===== config.mk =====
export PLATFORM = sky130hd
export DESIGN_NAME = mult_result_acc
export DESIGN_NICKNAME = d
export VERILOG_FILES = /design/src/rtl/mult_result_acc.sv
export SDC_FILE = /design/constraint.sdc
export NUM_CORES = 1
export LEC_CHECK = 0
export BUFFER_PORTS_ARGS = -buffer_cell sky130_fd_sc_hd__buf_2
export CELL_PAD_IN_SITES_DETAIL_PLACEMENT = 2
export CELL_PAD_IN_SITES_GLOBAL_PLACEMENT = 2
export CORE_UTILIZATION = 31
export CTS_CLUSTER_SIZE = 10
export DETAILED_ROUTE_END_ITERATION = 7
export PLACE_DENSITY_LB_ADDON = 0.3
export SLEW_MARGIN = 20
export SYNTH_ARGS = -nofsm -noshare
export SYNTH_HDL_FRONTEND = slang
export SYNTH_SLANG_ARGS = --single-unit

===== constraint.sdc =====
create_clock -name clk -period 2.85 [get_ports clk]
set_input_delay 0.855 -clock clk [delete_from_list [all_inputs] [get_ports clk]]
set_output_delay 0.855 -clock clk [all_outputs]
set_load 0.03 [all_outputs]

===== src/rtl/mult_result_acc.sv =====
// mult_result_acc: accumulates groups of N_ACC booth_mult products into a guarded signed sum
// presented on a valid/ready output, counting products dropped while back-pressured.
module mult_result_acc #(
  parameter int D_IN = 8,
  parameter int N_ACC = 4,
  parameter int GUARD = 8,
  localparam int PW = 2 * D_IN,
  localparam int ACC_W = PW + GUARD,
  localparam int CW = $clog2(N_ACC) + 1
) (
  input  logic             clk,
  input  logic             rst,
  input  logic             done_in,
  input  logic [PW-1:0]    m_in,
  input  logic             clear,
  output logic [ACC_W-1:0] sum_out,
  output logic             ovf_out,
  output logic             sum_valid,
  input  logic             sum_ready,
  output logic [CW-1:0]    prod_cnt,
  output logic [7:0]       drop_cnt
);
  typedef enum logic {ACC, WAIT_OUT} state_t;
  localparam logic [CW-1:0] LAST = CW'(N_ACC - 1);
  state_t state, state_n;
  logic [ACC_W-1:0] acc, acc_n, ext, acc_next, sum_n;
  logic [CW-1:0] cnt_n;
  logic [7:0] drop_n;
  logic done_q, grp_ovf, govf_n, ovf_n, valid_n, cap, add_ovf, out_free;
  assign cap = done_in & ~done_q;
  assign ext = {{GUARD{m_in[PW-1]}}, m_in};
  assign acc_next = acc + ext;
  assign add_ovf = (acc[ACC_W-1] == ext[ACC_W-1]) && (acc_next[ACC_W-1] != acc[ACC_W-1]);
  assign out_free = ~sum_valid | sum_ready;
  always_comb begin
    state_n = state;
    acc_n = acc;
    cnt_n = prod_cnt;
    govf_n = grp_ovf;
    sum_n = sum_out;
    ovf_n = ovf_out;
    valid_n = sum_valid & ~sum_ready;
    drop_n = drop_cnt;
    if (clear) begin
      acc_n = '0;
      cnt_n = '0;
      govf_n = 1'b0;
      state_n = ACC;
    end else if (state == ACC) begin
      if (cap && prod_cnt == LAST && out_free) begin
        sum_n = acc_next;
        ovf_n = grp_ovf | add_ovf;
        valid_n = 1'b1;
        acc_n = '0;
        cnt_n = '0;
        govf_n = 1'b0;
      end else if (cap) begin
        acc_n = acc_next;
        cnt_n = prod_cnt + 1'b1;
        govf_n = grp_ovf | add_ovf;
        state_n = prod_cnt == LAST ? WAIT_OUT : ACC;
      end
    end else begin
      drop_n = cap && drop_cnt != 8'hff ? drop_cnt + 8'd1 : drop_cnt;
      if (out_free) begin
        sum_n = acc;
        ovf_n = grp_ovf;
        valid_n = 1'b1;
        acc_n = '0;
        cnt_n = '0;
        govf_n = 1'b0;
        state_n = ACC;
      end
    end
  end
  always_ff @(posedge clk) begin
    if (rst) begin
      state <= ACC;
      acc <= '0;
      prod_cnt <= '0;
      grp_ovf <= 1'b0;
      sum_out <= '0;
      ovf_out <= 1'b0;
      sum_valid <= 1'b0;
      drop_cnt <= '0;
      done_q <= 1'b0;
    end else begin
      state <= state_n;
      acc <= acc_n;
      prod_cnt <= cnt_n;
      grp_ovf <= govf_n;
      sum_out <= sum_n;
      ovf_out <= ovf_n;
      sum_valid <= valid_n;
      drop_cnt <= drop_n;
      done_q <= done_in;
    end
  end
endmodule


# Word-level counts from Yosys, hierarchy flattened
# Index checks and enable logic that the tools add are counted.
# word_totals
out_inout_bits	37
inputBits	21
ff_bits	64
# classes
n_eq_ne	5
n_mux	27
add_sub_neg	3
bitwise_logic	8
reduce_logical	10
# ops
op	count
$mux W24	7
$add A24 B24 Y24	1
$mux W1	16
$mux W3	4
$add A8 B1 Y8 const B	1
$ne A8 B8 Y1 const B	1
$reduce_and A3 Y1	2
$logic_and A1 B1 Y1	4
$not A1 Y1	4
$add A3 B1 Y3 const B	1
$eq A3 B2 Y1 const B	1
$reduce_bool A3 Y1	1
$and A1 B1 Y1	2
$ne A2 B1 Y1 const B	1
$or A1 B1 Y1	2
$reduce_and A2 Y1	1
$reduce_bool A2 Y1	1
$reduce_or A2 Y1	1
$eq A1 B1 Y1	1
$ne A1 B1 Y1	1

# Depth between registers and ports, before layout
# Gate-level depths: netlist of the first run.
# depth
depth_word	7
ltp_mapped	9
mapped_depth_nobuf	9

# Least setup slack after synthesis of the first run
# OpenSTA, ideal clock, no wires.
# synth_path
kind	input port to flip-flop
startpoint	in m_in[0]
endpoint	reg sum_out[20]
arrival_ns	2.738
path_stages	9
setup_slack_ns	-0.012
path_cell_list	ha_1 fa_1 a21o_1 nand4_1 a21boi_1 o311a_1 o2111a_1 a311oi_1 nor3_1
# synth_between
elab_chain_cells	3
# synth_lines
item	line	source
start, declared	14	input logic [PW-1:0] m_in,
$add A24 B24 Y24	32	assign acc_next = acc + ext;
$mux W24	50	if (cap && prod_cnt == LAST && out_free) begin
$mux W24	49	end else if (state == ACC) begin
end signal, assigned	92	sum_out <= sum_n;
end, declared	16	output logic [ACC_W-1:0] sum_out,
# Every way passes these cells. The select of a mux whose other input is x is not followed.
# A chain may end at the register's enable or synchronous reset.

# Worst setup path in the final report of the first run
# Same ends and word-level chain as after synthesis.

==> results of run 1 <==
[critical path, delay by kind of cell]
kind                       cells  cell delay, ns
AOI/OAI and AO/OA              5            1.19
and+or+nand+nor                2            0.25
buffers and inverters          1            0.10
adders and majority gates      2            0.57
[layout by cell type (no fill, tap or decap), types with 9 or more instances in the layout]
cell type	n
dfxtp_1	64
buf_4	63
buf_2	57
nor2_1	55
nand2_1	47
a21oi_1	39
o21ai_0	35
ha_1	26
nor3_1	15
a21o_1	13
xnor2_1	13
a22oi_1	12
inv_1	11
mux2i_1	11
a211oi_1	9
o211ai_1	9
xor2_1	9
nand2b_1	9
clkbuf_16	9
[metrics by stage]
stage	power (mW)	std cells	worst slack [ns]	setup TNS, ns
3_5_place_dp	1.34	768	-0.261	-3.81
3_3_place_gp	1.32	768	-0.178	-1.94
2_1_floorplan	1.19	507	0.00745	0
6_report	2.50	786	0.107	0
4_1_cts	2.53	784	0.0212	0
5_1_grt	2.59	786	-0.00567	-0.00567
[sequential cells by signal, summed over array words and instances, names as in the netlist]
name       cells
drop_cnt       8
sum_valid      1
ovf_out        1
acc           24
prod_cnt       3
state          1
done_q         1
sum_out       24
grp_ovf        1
[power by group through the flow]
stage	Combinational [mW]	Clock, mW	Sequential (mW)
after global routing	0.445	1.22	0.925
after CTS	0.408	1.20	0.923
after global placement	0.382	0	0.941
after floorplan	0.247	0	0.940
after detailed placement	0.401	0	0.943
final	0.407	1.17	0.923
[cells by family after synthesis]
group	after synthesis	share of synthesized area [%]
compound gates	175	29.6
xor+xnor	22	4.64
fa+ha+maj	27	8.31
buf+inv	42	5.72
flops	64	30.8
mux	11	2.65
simple gates	166	18.2
[timing repair]
item                                    in CTS  in global routing
buffers inserted                             0                  2
endpoints found under the setup margin       0                  4
gates resized for setup                      0                  2
[path summary, 6_finish.rpt]
| check | endpoint | slack, ns | depth (start not counted) |
|---|---|---|---|
| worst max-delay path | sum_out[20] | 0.11 | 10 |
| worst min-delay path | sum_out[2] | 0.47 | 2 |
| worst max register to register | sum_out[20] | 0.40 | 9 |
| worst min register to register | sum_out[2] | 0.47 | 2 |
[area by class of cell]
type	instances	area, sq um
fill	1472	7540
multi-input combinational	401	2660
sequential	64	1280
timing repair buffer	121	778
clock buffer	12	256
tap	172	215
clock inverter	4	52.6
inverter	12	45.0
[metal layers]
| layer | vias up | share of wire, % |
|---|---|---|
| met1 | 2132 | 41 |
| met5 | - | 0 |
| met4 | 0 | 2.8 |
| li1 | 2050 | - |
| met2 | 65 | 53 |
| met3 | 32 | 3.1 |
==> out/results.md, run 1 <==
Power and ir drop
• 46.8% — portion of total power attributed to the clock network
• 473 mW/mm^2 — areal power density over the cells
• 1.81 mW — internal power summed over all cells
• 36.9% — sequential fraction of design power
• 0.691 mW — Psw
• 2.43 nW — P_leak
• 16.3% — Comb power frac
• 27.6% — Switching Share
• 290 uV — worst-case vdd ir drop

Setup path
• 4 — highest fanout seen on the critical path
• 3.08 ns — data required time at the worst endpoint
• 0.40 ns — delay of the slowest cell on the worst path
• buf_2, ha_1, fa_2, a21o_1, nand4_1, a21boi_2, o311a_1, o2111a_1, a311oi_1, nor3_1 — sequence of cells on the critical path
• 2.97 ns — data arrival time at the worst-slack endpoint
• m_in[0] — Critical path origin
• input pin — nature of the critical path startpoint
• flop — nature of the critical path endpoint
• acc[0] — worst flop-to-flop path startpoint
• o311a_1 — library cell contributing the largest single delay on the critical path
• in2reg — type of the worst setup path

Yosys
• 30.8% — share of the yosys chip area belonging to registers
• 0 — total of warnings raised by yosys
• 30.8% — share of the synthesized area in the top cell type
• dfxtp_1 (64), nor2_1 (55), nand2_1 (47) — most common library cells after synthesis
• 0 — Post-synth EDFFs
• dfxtp_1 — Yosys top cell by area
• dfxtp_1 — dominant cell by count in the synthesized netlist
• 507 — number of standard cells after synthesis
• 8.20 sq um — per-instance average area after synthesis
• dfxtp_1 (31%), ha_1 (7.8%), nor2_1 (5.0%) — cell types occupying the most area after synthesis
• 0.00416 sq mm — synthesized cell area
• dfxtp_1 — most instantiated flip-flop cell in the synthesis netlist
• 555 — post-synthesis net count
• 64 — Seq cells post-synth
• 64 — number of distinct library cells after synthesis
• 0% — async set-or-reset flop fraction in the synthesized netlist

Placement
• 0.837 — routability congestion estimate from global placement
• 0.00496 sq mm — standard cell area after detailed placement
• 57 — total of buffers placed on input and output ports
• 11.7 mm — half-perimeter wire length after placement

Floorplanning
• 0.0139 sq mm — DIE AREA
• 58 — io pins
• 118 um — DIE WIDTH
• 41 — std cell rows
• 0.0128 sq mm — area of the core
• 32.4% — Initial Utilization
• 118 um — die outline height

STA
• 0.468 ns — final-layout worst hold slack
• 0.00667 ns — final setup skew
• 0 — final hold violations
• 54.8% — worst rel slew slack
• 96.2% — post-route fraction of the period consumed by the critical path
• 0.678 ns — pin slew with the least headroom to its limit
• 0 — max-slew violation total from the final report
• 365 MHz — maximum frequency from static timing analysis
• 0 — Final setup viols
• 2.74 ns — final critical delay including setup and external delays

Global routing
• 0 — number of antenna violations at the first check in global routing
• met2 — Top Usage Layer GRT
• 5.23% — met3 capacity usage during global routing
• 29 — largest net degree at the start of global routing
• 24.6 mm — wire length of the first global-routing pass
• 4744 — via count of the first global-routing pass
• 42.5% — global routing met2 resource utilization
• 0 — aggregate global routing overflow
• 22.7% — all-layer global routing usage
• 24.5% — fraction of met1 tracks used by global routing

Clocking
• 0 — hold bufs inserted after CTS
• 0.06 ns — clock input transition at the sequential cells of the worst setup and hold paths
• 9 — cts bufs inserted
• 3 — maximum level of the CTS H-tree
• 64 — CTS sink count
• done — clock tree from TritonCTS
• 0.35 ns — insertion delay to the later sink of the worst-skew pair
• clkbuf_16 — CTS Root Cell
• 2 — CTS Buffer Depth

Detailed routing
• 0 — number of nets still failing antenna checks after routing
• 5.44 — number of vias per cell
• 19.6 um — post-detailed-route wirelength per cell
• 4279 — total number of vias
• 0 — final routed DRC violation total
• 15.4 mm — final routed wirelength across all metal layers
• 4 — number of iterations in the first detailed-routing pass
• 109 — DR iter-0 viols

Cells and area
• 27.2% — area growth from synthesis to layout
• 0 — Diodes inserted
• 0.00529 sq mm — Layout Cell Area excl Fill
• 26.2% — layout cells sized above 1
• 41.2% — fin util
• 657 — Nets

Hold path
• sum_out[2] — hold path startpoint
• reg2reg — Hold WC Path Type

Run status
• completed — result of the run

Job
• 0 — maximum capacitance violations

No activity file was read; power rests on OpenSTA's default activity.
==> run 2, diff against run 1 <==
==> constraint.sdc (replaced) <==
create_clock -name clk -period 2.85 [get_ports clk]
set_input_delay 0.1425 -clock clk [delete_from_list [all_inputs] [get_ports clk]]
set_output_delay 0.1425 -clock clk [all_outputs]
set_load 0.03 [all_outputs]
==> out/results.md, run 2 (same netlist as run 1, synthesis figures left out) <==
Run status
• completed — result of the run

Clocking
• done — clock tree from TritonCTS
• 2 — CTS Buffer Depth
• 0 — hold bufs inserted after CTS
• 0 — number of gates resized after cts
• 9 — cts bufs inserted
• 3 — maximum level of the CTS H-tree
• clkbuf_16 — CTS Root Cell
• 0.34 ns — insertion delay to the later sink of the worst-skew pair
• 64 — CTS sink count
• 0.06 ns — clock input transition at the sequential cells of the worst setup and hold paths
• 0 — post-CTS setup repair buffer count

STA
• 0 — max-slew violation total from the final report
• 0 ns — accumulated negative setup slack
• false — setup repair after global routing missed its margin
• 0.719 ns — pin slew with the least headroom to its limit
• 0 — Final setup viols
• 52.1% — worst rel slew slack
• 0 — final hold violations
• 378 MHz — maximum frequency from static timing analysis
• 2.65 ns — final critical delay including setup and external delays
• 0.0621 ns — final-layout worst hold slack
• 92.9% — post-route fraction of the period consumed by the critical path
• 0.00600 ns — final setup skew

Job
• 0 — maximum capacitance violations

Global routing
• 30 — largest net degree at the start of global routing
• 4545 — via count of the first global-routing pass
• 24.1 mm — wire length of the first global-routing pass
• 0 — aggregate global routing overflow
• 0 — number of antenna violations at the first check in global routing
• 22.2% — all-layer global routing usage

Detailed routing
• 4053 — total number of vias
• 0 — final routed DRC violation total
• 140 — DR iter-0 viols
• 14.8 mm — final routed wirelength across all metal layers
• 4 — number of iterations in the first detailed-routing pass
• 5.53 — number of vias per cell
• 20.2 um — post-detailed-route wirelength per cell
• 0 — number of nets still failing antenna checks after routing

Cells and area
• 1524 — final-layout fill cell count
• 604 — Nets
• dfxtp_1 (64), buf_2 (57), nor2_1 (55) — top library cells by usage in the layout, fill and taps aside
• 0.00265 sq mm — footprint of the multi-input gates
• 37.6% — fin util
• 16.2% — area growth from synthesis to layout
• dfxtp_1 — commonest non-fill, non-tap cell in the layout
• acc x24, sum_out x24, drop_cnt x8 — Top Registers
• 18.5% — layout cells sized above 1
• 0 — Diodes inserted
• 0.00128 sq mm — area used by sequential logic in the layout

Hold path
• in2reg — Hold WC Path Type

Placement
• 57 — total of buffers placed on input and output ports
• 0.847 — routability congestion estimate from global placement
• 11.1 mm — half-perimeter wire length after placement

Floorplanning
• 118 um — DIE WIDTH
• 0.0139 sq mm — DIE AREA
• 41 — std cell rows
• 58 — io pins
• 32.4% — Initial Utilization
• 118 um — die outline height
• 0.0128 sq mm — area of the core

Power and ir drop
• 39.9% — sequential fraction of design power
• 479 mW/mm^2 — areal power density over the cells
• 28.7% — Switching Share
• 2.15 nW — P_leak
• 44.9% — portion of total power attributed to the clock network
• 0.664 mW — Psw
• 1.65 mW — internal power summed over all cells
• 15.2% — Comb power frac
• 432 uV — worst-case vdd ir drop

Setup path
• 0.42 ns — delay of the slowest cell on the worst path
• 2.87 ns — data arrival time at the worst-slack endpoint
• reg2reg — type of the worst setup path
• flop — nature of the critical path startpoint
• 0 — Buf/Inv on CP
• flop — nature of the critical path endpoint
• 3 — highest fanout seen on the critical path
• ha_1, fa_1, a21o_1, nand4_1, a21oi_2, o211ai_1, nand2_1, xnor2_1, a2111oi_0 — sequence of cells on the critical path
• 3.08 ns — data required time at the worst endpoint
• fa_1 — library cell contributing the largest single delay on the critical path
• compound AO/OA/AOI/OAI gates — family with the most delay on the worst path

==> run 2: changes by cell type in the layout (fill, tap and decap cells not counted), sizes merged <==
cell      delta
buf         -53
bufinv       -1
clkbuf       +1
clkinv       -1
clkinvlp     +1
==> run 2: power groups by stage <==
| stage | registers [mW] | clock network, mW | logic, mW |
|---|---|---|---|
| finish | 0.923 | 1.04 | 0.350 |
| global route | 0.924 | 1.10 | 0.385 |
| CTS | 0.923 | 1.07 | 0.350 |
| detailed placement | 0.942 | 0 | 0.345 |
| global placement | 0.941 | 0 | 0.331 |
| floorplan | 0.939 | 0 | 0.247 |
==> run 2: cell type report <==
class                           count  area share, %
Clock buffer                       13           5.18
Clock inverter                      3          0.363
Inverter                           12          0.933
Sequential cell                    64           26.5
Multi-Input combinational cell    401           54.9
Tap cell                          172           4.46
Timing Repair Buffer               68           7.62
==> run 2: metal layers <==
| metal | up-vias | track usage, % | part of all wire, % |
|---|---|---|---|
| li1 | 1940 | - | - |
| met1 | 2018 | 24.6 | 42 |
| met2 | 79 | 40.7 | 52 |
| met3 | 16 | 5.33 | 4.0 |
| met4 | 0 | 7.77 | 1.5 |
| met5 | - | 0 | 0 |
==> run 2: final timing paths <==
kind	from	end	slack [ns]	cells past startpoint
worst max-delay path	acc[0]	sum_out[14]	0.20	9
worst min-delay path	done_in	done_q	0.06	2
worst max register to register	acc[0]	sum_out[14]	0.20	9
worst min register to register	sum_out[2]	sum_out[2]	0.46	2
==> run 2: stage by stage <==
stage	std cells	instance area, sq um	power (mW)	worst slack (ns)
2_1_floorplan	507	4160	1.19	0.548
3_3_place_gp	717	4560	1.27	0.390
3_5_place_dp	717	4560	1.29	0.212
4_1_cts	733	4820	2.34	0.241
5_1_grt	733	4830	2.41	0.00124
6_report	733	4830	2.31	0.202
==> run 2: worst reg2reg max path, stage by stage (launching register included) <==
cell and delay [ns]:
dfxtp_1 0.32, ha_1 0.23, fa_1 0.42, a21o_1 0.19
nand4_1 0.16, a21oi_2 0.11, o211ai_1 0.37, nand2_1 0.17
xnor2_1 0.17, a2111oi_0 0.39
==> run 3, diff against run 2 <==
- CTS_BUF_LIST: not set -> sky130_fd_sc_hd__clkbuf_16
==> out/results.md, run 3 (same netlist as run 1, synthesis figures left out) <==
Clocking
• 3 — maximum level of the CTS H-tree
• 0 — post-CTS setup repair buffer count
• 9 — cts bufs inserted
• clkbuf_16 — CTS Root Cell
• 0.06 ns — clock input transition at the sequential cells of the worst setup and hold paths
• 0.34 ns — insertion delay to the later sink of the worst-skew pair
• 2 — CTS Buffer Depth
• 0 — hold bufs inserted after CTS
• 64 — CTS sink count
• done — clock tree from TritonCTS

Global routing
• 5.33% — met3 capacity usage during global routing
• 24.6% — fraction of met1 tracks used by global routing
• 0 — number of antenna violations at the first check in global routing
• 40.7% — global routing met2 resource utilization
• 4545 — via count of the first global-routing pass
• 0 — aggregate global routing overflow
• 24.1 mm — wire length of the first global-routing pass
• 30 — largest net degree at the start of global routing
• met2 — Top Usage Layer GRT
• 22.1% — all-layer global routing usage

STA
• 0 ns — accumulated negative setup slack
• 0.00473 ns — final setup skew
• 0.694 ns — pin slew with the least headroom to its limit
• 0.212 ns — Worst Setup Slack, final
• 2.64 ns — final critical delay including setup and external delays
• 0 — final hold violations
• 0 — max-slew violation total from the final report
• false — setup repair after global routing missed its margin
• 92.6% — post-route fraction of the period consumed by the critical path
• 0 — Final setup viols
• 53.8% — worst rel slew slack
• 379 MHz — maximum frequency from static timing analysis

Power and ir drop
• 2.15 nW — P_leak
• 472 mW/mm^2 — areal power density over the cells
• 432 uV — worst-case vdd ir drop

Cells and area
• 0 — Diodes inserted
• dfxtp_1 (64), buf_2 (57), nor2_1 (55) — top library cells by usage in the layout, fill and taps aside
• 604 — Nets
• acc x24, sum_out x24, drop_cnt x8 — Top Registers
• dfxtp_1 — commonest non-fill, non-tap cell in the layout
• 15.9% — area growth from synthesis to layout
• 18.4% — layout cells sized above 1
• 1528 — final-layout fill cell count

Run status
• completed — result of the run

Floorplanning
• 58 — io pins
• 118 um — die outline height
• 0.0128 sq mm — area of the core
• 41 — std cell rows
• 118 um — DIE WIDTH
• 0.0139 sq mm — DIE AREA
• 32.4% — Initial Utilization

Detailed routing
• 14.9 mm — final routed wirelength across all metal layers
• 4 — number of iterations in the first detailed-routing pass
• 4074 — total number of vias
• 0 — final routed DRC violation total
• 5.56 — number of vias per cell
• 0 — number of nets still failing antenna checks after routing
• 20.3 um — post-detailed-route wirelength per cell
• 125 — DR iter-0 viols

Setup path
• flop — nature of the critical path startpoint
• 0.42 ns — delay of the slowest cell on the worst path
• flop — nature of the critical path endpoint
• ha_1, fa_1, a21o_1, nand4_1, a21oi_2, o211ai_1, nand2_1, xnor2_1, a2111oi_0 — sequence of cells on the critical path
• compound AO/OA/AOI/OAI gates — family with the most delay on the worst path
• 0 — Buf/Inv on CP
• 3 — highest fanout seen on the critical path
• 3.08 ns — data required time at the worst endpoint
• 2.86 ns — data arrival time at the worst-slack endpoint
• reg2reg — type of the worst setup path
• fa_1 — library cell contributing the largest single delay on the critical path

Placement
• 11.1 mm — half-perimeter wire length after placement
• 0.212 ns — DP Worst Slack
• 0.847 — routability congestion estimate from global placement
• 57 — total of buffers placed on input and output ports

Hold path
• in2reg — Hold WC Path Type

Job
• 0 — maximum capacitance violations

run 3: final timing paths:
check                   from     endpoint  slack [ns]  depth (start not counted)
setup / recovery      acc[0]  sum_out[14]        0.21                          9
hold / removal       done_in       done_q        0.06                          2
setup reg to reg      acc[0]  sum_out[14]        0.21                          9
hold reg to reg   sum_out[2]   sum_out[2]        0.45                          2
run 3: cell type report:
cell class / instances / area (sq um) / area share [%]
Clock buffer: 9 / 225 / 4.68
Clock inverter: 7 / 32.5 / 0.675
Inverter: 12 / 45.0 / 0.935
Multi-Input combinational cell: 401 / 2650 / 55.0
Sequential cell: 64 / 1280 / 26.6
Tap cell: 172 / 215 / 4.47
Timing Repair Buffer: 68 / 368 / 7.64
run 3: routing by layer:
layer  wire [um]  up-vias
li1            -     1944
met1        6350     2033
met2        7610       72
met3         497       25
met4         401        0
met5           0        -
run 3: power breakdown:
part / switching [mW] / internal, mW
combinational: 0.223 / 0.127
clock: 0.429 / 0.572
sequential: 0.0131 / 0.910
run 3: per-stage QoR:
step                power [mW]  hold slack [ns]  std cells  cell area, sq um  util, %
finish                    2.28           0.0615        733              4820     37.6
global route              2.37           0.0587        733              4820     37.6
CTS                       2.31           0.0541        733              4810     37.5
detailed placement        1.29            0.405        717              4560     35.5
global placement          1.27            0.392        717              4560     35.5
floorplan                 1.19            0.271        507              4160        -
run 3: timing repair:
action | in CTS | in global routing
endpoints found under the setup margin | 0 | 1
endpoints found under the hold margin | 0 | 0
resized for setup | 0 | 1
